**src/rtl/gshare_pht_arbiter.sv**
```systemverilog
`timescale 1ns/1ps
// Arbitrates one single-ported PHT RAM of 2-bit counters between predict reads and
// queued train read-modify-writes, after sweeping the table to weakly not-taken.
module gshare_pht_arbiter #(
   parameter int N      = 7,
   parameter int DEPTH  = 4,
   parameter int STARVE = 8
) (
   input  logic         clk,
   input  logic         areset_n,
   input  logic         pred_req,
   input  logic [N-1:0] pred_index,
   output logic         pred_ready,
   output logic         pred_rsp_valid,
   output logic         pred_rsp_taken,
   input  logic         train_valid,
   input  logic [N-1:0] train_index,
   input  logic         train_taken,
   output logic         train_ready,
   output logic         init_done,
   output logic         pht_en,
   output logic         pht_we,
   output logic [N-1:0] pht_addr,
   output logic [1:0]   pht_wdata,
   input  logic [1:0]   pht_rdata
);

   localparam int PW = $clog2(DEPTH);
   localparam int CW = PW + 1;
   localparam int SW = $clog2(STARVE + 1);

   typedef enum logic [1:0] {INIT, IDLE, RMW_WR} state_e;

   typedef struct packed {
      logic [N-1:0] index;
      logic         taken;
   } train_t;

   state_e        state_q,     state_d;
   logic [N-1:0]  init_addr_q, init_addr_d;
   logic          init_done_q, init_done_d;
   logic          rsp_valid_q, rsp_valid_d;
   logic [PW-1:0] wr_ptr_q,    wr_ptr_d;
   logic [PW-1:0] rd_ptr_q,    rd_ptr_d;
   logic [CW-1:0] count_q,     count_d;
   logic [SW-1:0] starve_q,    starve_d;
   train_t        fifo_mem_q [DEPTH];

   train_t        head;
   logic          fifo_empty;
   logic          force_train;
   logic          pred_grant;
   logic          train_rd;
   logic          push;
   logic          pop;
   logic [1:0]    ctr_new;

   function automatic logic [1:0] sat_update(input logic [1:0] ctr, input logic taken);
      if (taken && ctr != 2'b11)  return ctr + 2'b01;
      if (!taken && ctr != 2'b00) return ctr - 2'b01;
      return ctr;
   endfunction

   // Arbitration and handshakes.
   always_comb begin
      head        = fifo_mem_q[rd_ptr_q];
      fifo_empty  = (count_q == '0);
      force_train = (starve_q == SW'(STARVE)) && !fifo_empty;
      pred_ready  = init_done_q && (state_q == IDLE) && !force_train;
      train_ready = init_done_q && (count_q < CW'(DEPTH));
      pred_grant  = pred_req && pred_ready;
      train_rd    = (state_q == IDLE) && !pred_grant && !fifo_empty;
      push        = train_valid && train_ready;
      pop         = (state_q == RMW_WR);
      ctr_new     = sat_update(pht_rdata, head.taken);
   end

   // RAM port is forced quiet while reset is held, even though the FSM sits in INIT.
   always_comb begin
      // NOTE: every always_comb output gets a default first so no path can infer a latch.
      pht_en    = 1'b0;
      pht_we    = 1'b0;
      pht_addr  = '0;
      pht_wdata = 2'b00;
      if (areset_n) begin
         case (state_q)
            INIT: begin
               pht_en    = 1'b1;
               pht_we    = 1'b1;
               pht_addr  = init_addr_q;
               pht_wdata = 2'b01;
            end
            IDLE: begin
               if (pred_grant) begin
                  pht_en   = 1'b1;
                  pht_addr = pred_index;
               end else if (train_rd) begin
                  pht_en   = 1'b1;
                  pht_addr = head.index;
               end
            end
            RMW_WR: begin
               pht_en    = 1'b1;
               pht_we    = 1'b1;
               pht_addr  = head.index;
               pht_wdata = ctr_new;
            end
            default: ;
         endcase
      end
   end

   always_comb begin
      state_d     = state_q;
      init_addr_d = init_addr_q;
      init_done_d = init_done_q;
      case (state_q)
         INIT: begin
            init_addr_d = init_addr_q + 1'b1;
            if (init_addr_q == '1) begin
               state_d     = IDLE;
               init_done_d = 1'b1;
            end
         end
         IDLE:    if (train_rd) state_d = RMW_WR;
         RMW_WR:  state_d = IDLE;
         default: state_d = INIT;
      endcase
   end

   always_comb begin
      rsp_valid_d = pred_grant;
      wr_ptr_d    = push ? wr_ptr_q + 1'b1 : wr_ptr_q;
      rd_ptr_d    = pop  ? rd_ptr_q + 1'b1 : rd_ptr_q;
      count_d     = count_q;
      case ({push, pop})
         2'b10:   count_d = count_q + 1'b1;
         2'b01:   count_d = count_q - 1'b1;
         default: ;
      endcase
      starve_d = starve_q;
      if (train_rd) begin
         starve_d = '0;
      end else if (pred_grant && !fifo_empty && starve_q != SW'(STARVE)) begin
         starve_d = starve_q + 1'b1;
      end
   end

   // NOTE: sequential state uses non-blocking assignments so every flop samples pre-edge values.
   always_ff @(posedge clk or negedge areset_n) begin
      if (!areset_n) begin
         state_q     <= INIT;
         init_addr_q <= '0;
         init_done_q <= 1'b0;
         rsp_valid_q <= 1'b0;
         wr_ptr_q    <= '0;
         rd_ptr_q    <= '0;
         count_q     <= '0;
         starve_q    <= '0;
      end else begin
         state_q     <= state_d;
         init_addr_q <= init_addr_d;
         init_done_q <= init_done_d;
         rsp_valid_q <= rsp_valid_d;
         wr_ptr_q    <= wr_ptr_d;
         rd_ptr_q    <= rd_ptr_d;
         count_q     <= count_d;
         starve_q    <= starve_d;
      end
   end

   // NOTE: FIFO storage is not reset; count_q gates every read, so stale entries are never used.
   always_ff @(posedge clk) begin
      if (push) fifo_mem_q[wr_ptr_q] <= train_t'{index: train_index, taken: train_taken};
   end

   assign init_done      = init_done_q;
   assign pred_rsp_valid = rsp_valid_q;
   assign pred_rsp_taken = rsp_valid_q & pht_rdata[1];

endmodule

```
**config.mk**
```make
export PLATFORM = sky130hd
export DESIGN_NAME = gshare_pht_arbiter
export DESIGN_NICKNAME = d
export VERILOG_FILES = /design/src/rtl/gshare_pht_arbiter.sv
export SDC_FILE = /design/constraint.sdc
export NUM_CORES = 1
export LEC_CHECK = 0
export BUFFER_PORTS_ARGS = -buffer_cell sky130_fd_sc_hd__buf_2
export CAP_MARGIN = 10
export CORE_MARGIN = 3
export CORE_UTILIZATION = 63
export CTS_BUF_LIST = sky130_fd_sc_hd__clkbuf_4
export CTS_CLUSTER_DIAMETER = 60
export CTS_CLUSTER_SIZE = 8
export DETAILED_ROUTE_END_ITERATION = 8
export PLACE_DENSITY = 0.86
export REMOVE_ABC_BUFFERS = 1
export SLEW_MARGIN = 20
export SYNTH_ARGS = -nofsm -noshare
export SYNTH_HDL_FRONTEND = slang
export SYNTH_SLANG_ARGS = --single-unit
```
**constraint.sdc**
```tcl
create_clock -name clk -period 5.5 [get_ports clk]
set_input_delay 1.1 -clock clk [delete_from_list [all_inputs] [get_ports clk]]
set_output_delay 1.1 -clock clk [all_outputs]
set_load 0.01 [all_outputs]
```
; Word level (Yosys, flattened, before mapping)
; Memories as Yosys holds them, arrays and structs flattened.
; Index checks and enable logic that the tools add are counted.
[word_totals]
regBits = 22
mem_bits_rw = 32
in_bits = 21
output_inout_bits = 16
mem_count = 1
[memory_table]
columns = memory, depth, width, rd, rd_clocked_by_memory_dff, write_ports, line_no
row1 = fifo_mem_q, 4, 8, 1, 0, 1, 47  ; train_t fifo_mem_q [DEPTH];
[op_classes]
addsub = 8
n_lt_le_gt_ge = 1
eq_ne = 10
mux = 27
bitwise = 1
n_reduce_logical = 24
[ops]
columns = operator, count
row1 = $mux 7, 3
row2 = $pmux 7 s3, 1
row3 = $mux 2, 7
row4 = $logic_and 1x1->1, 12
row5 = $mux 1, 10
row6 = $mux 4, 2
row7 = $add 7x1->7 const B, 1
row8 = $eq 7x7->1 const B, 1
row9 = $add 2x1->2 const B, 3
row10 = $ne 2x2->1 const B, 3
row11 = $pmux 2 s3, 1
row12 = $pmux 3 s2, 1
row13 = $reduce_bool 2->1, 3
row14 = $add 4x1->4 const B, 1
row15 = $eq 2x1->1 const B, 2
row16 = $eq 2x2->1 const B, 2
row17 = $eq 4x4->1 const B, 1
row18 = $logic_not 1->1, 4
row19 = $ne 4x4->1 const B, 1
row20 = $pmux 2 s2, 1
row21 = $reduce_and 2->1, 2
row22 = $add 3x1->3 const B, 1
row23 = $logic_not 3->1, 1
row24 = $lt 3x3->1 const B, 1
row25 = other kinds (6), 6

; Depth between registers and ports, before layout
[logic_depth]
depth_word = 13
depth_mapped = 9
depth_no_buf = 9

; Worst setup path after synthesis
; OpenSTA, ideal clock, no wires.
[synth_path]
kind = input-to-output
startpoint = input pht_rdata[0]
endpoint = output pht_wdata[1]
arrival_time_ps = 1988
required_ps = 4400
setup_slack_ps = 2412
cell_stages = 3
cell_sequence = ha_1 -> or2b_2 -> a311oi_1
[synth_via]
elab_chain_cells = 8
word_cells_on_any_way = 15
classes_between = add/sub (2) / eq/ne (1) / mux (9) / reduce/logical (3)
[synth_rtl]
columns = item, line_no
row1 = start: declaration, 25  ; input logic [1:0] pht_rdata
row2 = "parallel branches: the longest is 5 deep, another holds $add 2x1->2", n/a
row3 = $mux 2 (*), 60  ; if (!taken && ctr != 2'b00) return ctr - 2'b01;
row4 = $pmux 2 s2 (*), 86  ; case (state_q)
row5 = $mux 2 (*), 85  ; if (areset_n) begin
row6 = end: declaration, 24  ; output logic [1:0] pht_wdata,
; Mark *: on every way between the ends. The select of a mux whose other input is x is not followed.

; Worst setup path in the final report
[layout_path]
startpoint = input pred_req
endpoint = output pht_addr[5]
[layout_via]
elab_chain_cells = 8
[layout_rtl]
columns = item, line_no
row1 = start: declaration, 11  ; input logic pred_req,
row2 = $logic_and 1x1->1 (*), 71  ; pred_grant = pred_req && pred_ready;
row3 = $logic_not 1->1, 72  ; train_rd = (state_q == IDLE) && !pred_grant && !fifo_empty;
row4 = $logic_and 1x1->1 (2 in a row), 72
row5 = $mux 7, 97  ; end else if (train_rd) begin
row6 = $mux 7 (*), 94  ; if (pred_grant) begin
row7 = $pmux 7 s3 (*), 86
row8 = $mux 7 (*), 85
row9 = end: declaration, 23  ; output logic [N-1:0] pht_addr,
; Mark *: on every way between the ends. The rest lies on a longest branch, timed or not.

==> qor_table.md <==
| Result | This run |
|---|---|
| Outcome | completed |
| Initial antenna violation count | 0 |
| Filler instances | 240 |
| Synth Area in Compound Gates | 10.4% |
| Most common cell in the synthesized netlist | sky130_fd_sc_hd__edfxtp_1 |
| Internal | 0.000492 W |
| Inserted Clock Buffers | 5 |
| Nets | 259 |
| Clock network fraction of design power | 29.3% |
| Final instance area | 2870 um2 |
| Type of element capturing the critical path | output pin |
| Distinct cells, synth | 43 |
| FF-to-FF Start | state_q[1] |
| Layout cells sized above 1 | 22.4% |
| Number of design rule violations left after detail routing | 0 |
| Maximum number of pins on one net before global-route repair | 26 |
| Top cells by count, synth | sky130_fd_sc_hd__edfxtp_1, sky130_fd_sc_hd__dfrtp_1, sky130_fd_sc_hd__nand2_1, sky130_fd_sc_hd__inv_1, sky130_fd_sc_hd__ha_1 |
| Clock tree from TritonCTS | yes |
| Die extent in x | 70.2 um |
| Detailed-route wire length per cell | 18.0 um |
| Final setup violation count | 0 |
| Post-Synth Adder-Cell Area | 5.60% |
| Count of buffers added by post-CTS timing repair for setup | 0 |
| Number of warning messages in the yosys log | 0 |
| Storage cell area | 1510 um2 |
| Number of max-slew violations in the final report | 0 |
| Class of the tightest hold or removal check | flop to flop |
| Clock tree skew after final layout | 0.00990 ns |
| Slew at the pin closest to its max-slew limit | 0.869 ns |
| Sequential share of power | 67.7% |
| Data arrival time of the worst path | 2.40 ns |
| Async SR Flop Fraction | 40.7% |
| Global-route congestion overflow total | 0 |
| Xor/xnor share of the synthesized area | 4.39% |
| CTS clock-pin slew for the worst setup and hold paths | 0.15 ns |
| Total standard cell area after synthesis | 2590 um2 |
| #FFs+latches synth | 54 |
| Die area | 4920 um2 |
| Dpl hpwl | 3650 um |
| Synthesized area per cell | 13.7 um2 |
| Total length of routed wires | 4970 um |
| Post-CTS sizing | 0 |
| Combinational fraction of design power | 3.0% |
| Number of H-tree branching levels | 2 |
| Footprint of the multi-input gates | 1010 um2 |
| Data required, critical path | 4.40 ns |
| Synth Flop Type | sky130_fd_sc_hd__edfxtp_1 |
| Inserted Diodes | 0 |
| Category of the worst setup path launch point | input pin |
| Most area-hungry cell type in the Yosys netlist | sky130_fd_sc_hd__edfxtp_1 |
| Clk Tree Root Cell | sky130_fd_sc_hd__clkbuf_4 |
| Number of cells on the worst reg-to-reg path | 7 |
| Min-Delay Startpoint | count_q[2] |
| Area delta synth->final | 10.5% |
| Overall Global Routing Usage | 21.9% |
| Placed standard-cell area | 2800 um2 |
| Tmin final | 3.50 ns |
| Minimum setup slack among reg-to-reg paths | 3.04 ns |
| Die Y-Extent | 70.2 um |
| Global-route wire length before repair | 8580 um |
| Net switching power | 0.000143 W |
| Std cell rows | 22 |
| Setup repair after global routing missed its margin | false |
| Maximum fanout along the worst path | 9 |
| Largest family of logic cells by synthesized area | compound AO/OA/AOI/OAI gates |
| Final hold viol count | 0 |
| Via count of the first global-routing pass | 1776 |
| Source-to-sink clock delay at the later pin of the worst-skew pair | 0.37 ns |
| Post-Syn Instances | 190 |
| Proportion of total power due to net switching | 22.5% |
| Crit share post-route | 63.7% |
| Share of the synthesized area in the top cell type | 37.0% |
| Areal power density over the cells | 222 nW/um2 |
| Num ports | 37 |
| Initial Util | 67.8% |
| Endpoint of the worst register-to-register path | count_q[2] |
| Number of synthesized flops with an enable pin | 32 |
| Remaining number of nets flagged by the antenna check after routing | 0 |
| Last weighted congestion value of the routability-driven placer | 0.810 |
| Cell types occupying the most area after synthesis | sky130_fd_sc_hd__edfxtp_1, sky130_fd_sc_hd__dfrtp_1, sky130_fd_sc_hd__mux4_1 |
| Number of violations of the max-capacitance limit | 0 |
| Port buffer count | 36 |
| Worst Hold Path Cells | 1 |
| Final-layout setup total negative slack | 0 ns |
| Number of DRC markers in iteration 0 | 325 |
| Maximum ir drop on the vdd rail | 0.259 mV |
| Routed via count divided by cell count | 6.18 |
| Multiplexer area fraction after synthesis | 9.60% |
| Clock Path Buffers | 2 |
| Highest achievable clock rate | 285 MHz |
| Number of buffers inserted by hold repair at cts | 0 |
| Total iterations of the first detailed-routing run | 4 |
| End of the worst hold path | count_q[2] |
| Post-synthesis share of cell area spent on and, or, nand and nor gates | 8.92% |
| Vias after detailed routing | 1705 |
| Headroom to the max-slew limit | 41.8% |
| Clock Sink Count | 54 |
| Leakage dissipation | 1.20 nW |
| Fraction of the yosys area taken by sequential cells | 58.3% |
| Critical path type | input pin to output pin |
| Core area | 3830 um2 |
[layout make-up]
cell class | instances | area share [%]
Timing Repair Buffer | 36 | 6.29
Sequential cell | 54 | 52.8
Clock inverter | 3 | 0.917
Clock buffer | 5 | 1.31
Inverter | 11 | 1.44
Tap cell | 48 | 2.10
Multi-Input combinational cell | 119 | 35.2
[critical path, stage by stage]
cell and delay [ns]:
sky130_fd_sc_hd__buf_2 0.11, sky130_fd_sc_hd__and2_1 0.17, sky130_fd_sc_hd__a211oi_2 0.51, sky130_fd_sc_hd__a22oi_1 0.17
sky130_fd_sc_hd__a21oi_1 0.19, sky130_fd_sc_hd__buf_2 0.16
[power by group through the flow]
stage          Combinational, W  Clock [W]  Sequential [W]
2_1_floorplan        0.00000391          0        0.000438
3_3_place_gp          0.0000172          0        0.000438
4_1_cts               0.0000194   0.000190        0.000430
6_report              0.0000191   0.000186        0.000430
3_5_place_dp          0.0000192          0        0.000438
5_1_grt               0.0000215   0.000209        0.000430
[cell families after synthesis]
kind of cell | Yosys count
compound gates | 39
xor+xnor | 13
fa+ha+maj | 11
buf+inv | 17
flops | 54
mux | 12
simple gates | 44
[placed cells by master, fill, tap and decap left out, types with 2 or more instances in the layout]
| cell | n |
|---|---|
| sky130_fd_sc_hd__inv_6 | 3 |
| sky130_fd_sc_hd__a22oi_1 | 9 |
| sky130_fd_sc_hd__mux4_1 | 7 |
| sky130_fd_sc_hd__nand4_1 | 3 |
| sky130_fd_sc_hd__edfxtp_1 | 32 |
| sky130_fd_sc_hd__a21oi_1 | 9 |
| sky130_fd_sc_hd__ha_1 | 10 |
| sky130_fd_sc_hd__nor2b_1 | 5 |
| sky130_fd_sc_hd__dfrtp_1 | 22 |
| sky130_fd_sc_hd__buf_2 | 36 |
| sky130_fd_sc_hd__a211oi_1 | 2 |
| sky130_fd_sc_hd__o21ai_0 | 9 |
| sky130_fd_sc_hd__nor3_1 | 2 |
| sky130_fd_sc_hd__and2_1 | 3 |
| sky130_fd_sc_hd__clkbuf_4 | 5 |
| sky130_fd_sc_hd__inv_1 | 11 |
| sky130_fd_sc_hd__xnor2_1 | 8 |
| sky130_fd_sc_hd__nor2_1 | 5 |
| sky130_fd_sc_hd__xor2_1 | 5 |
| sky130_fd_sc_hd__and3_1 | 5 |
| sky130_fd_sc_hd__nand2_1 | 13 |
| sky130_fd_sc_hd__nand3_1 | 2 |
| sky130_fd_sc_hd__mux2_2 | 2 |
| sky130_fd_sc_hd__mux2i_1 | 2 |
[worst max path at each step]
| stage | from | slack, ns | end | cells after the start |
|---|---|---|---|---|
| 3_3_place_gp | pred_req | 2.07 | pht_addr[6] | 6 |
| 5_1_grt | pred_req | 1.78 | pht_addr[5] | 6 |
| 6_report | pred_req | 2.00 | pht_addr[5] | 6 |
| 2_1_floorplan | pht_rdata[0] | 2.41 | pht_wdata[1] | 3 |
| 3_5_place_dp | pred_req | 2.01 | pht_addr[0] | 6 |
| 4_1_cts | pred_req | 2.01 | pht_addr[0] | 6 |
[per-stage QoR]
stage	total power, W	std cells	hold slack [ns]	util (%)	worst slack, ns
floorplan	0.000442	184	0.462	-	2.41
global placement	0.000455	268	0.485	73.2	2.07
detailed placement	0.000457	268	0.505	73.2	2.01
CTS	0.000639	276	0.526	74.9	2.01
global route	0.000660	276	0.543	74.9	1.78
finish	0.000635	276	0.523	74.9	2.00
[metal layers]
| metal | wire length (um) | track usage (%) | vias up |
|---|---|---|---|
| li1 | - | - | 785 |
| met1 | 2080 | 29.4 | 849 |
| met2 | 2560 | 37.1 | 61 |
| met3 | 271 | 4.17 | 10 |
| met4 | 66 | 5.53 | 0 |
| met5 | 0 | 0 | - |
[state kept, by name, indices dropped and copies added, names as in the netlist]
register,cells
state_q,2
count_q,3
init_addr_q,7
init_done,1
starve_q,4
fifo_mem_q,32
pred_rsp_valid,1
rd_ptr_q,2
wr_ptr_q,2
Note: power is estimated with default switching activity, not from simulation.
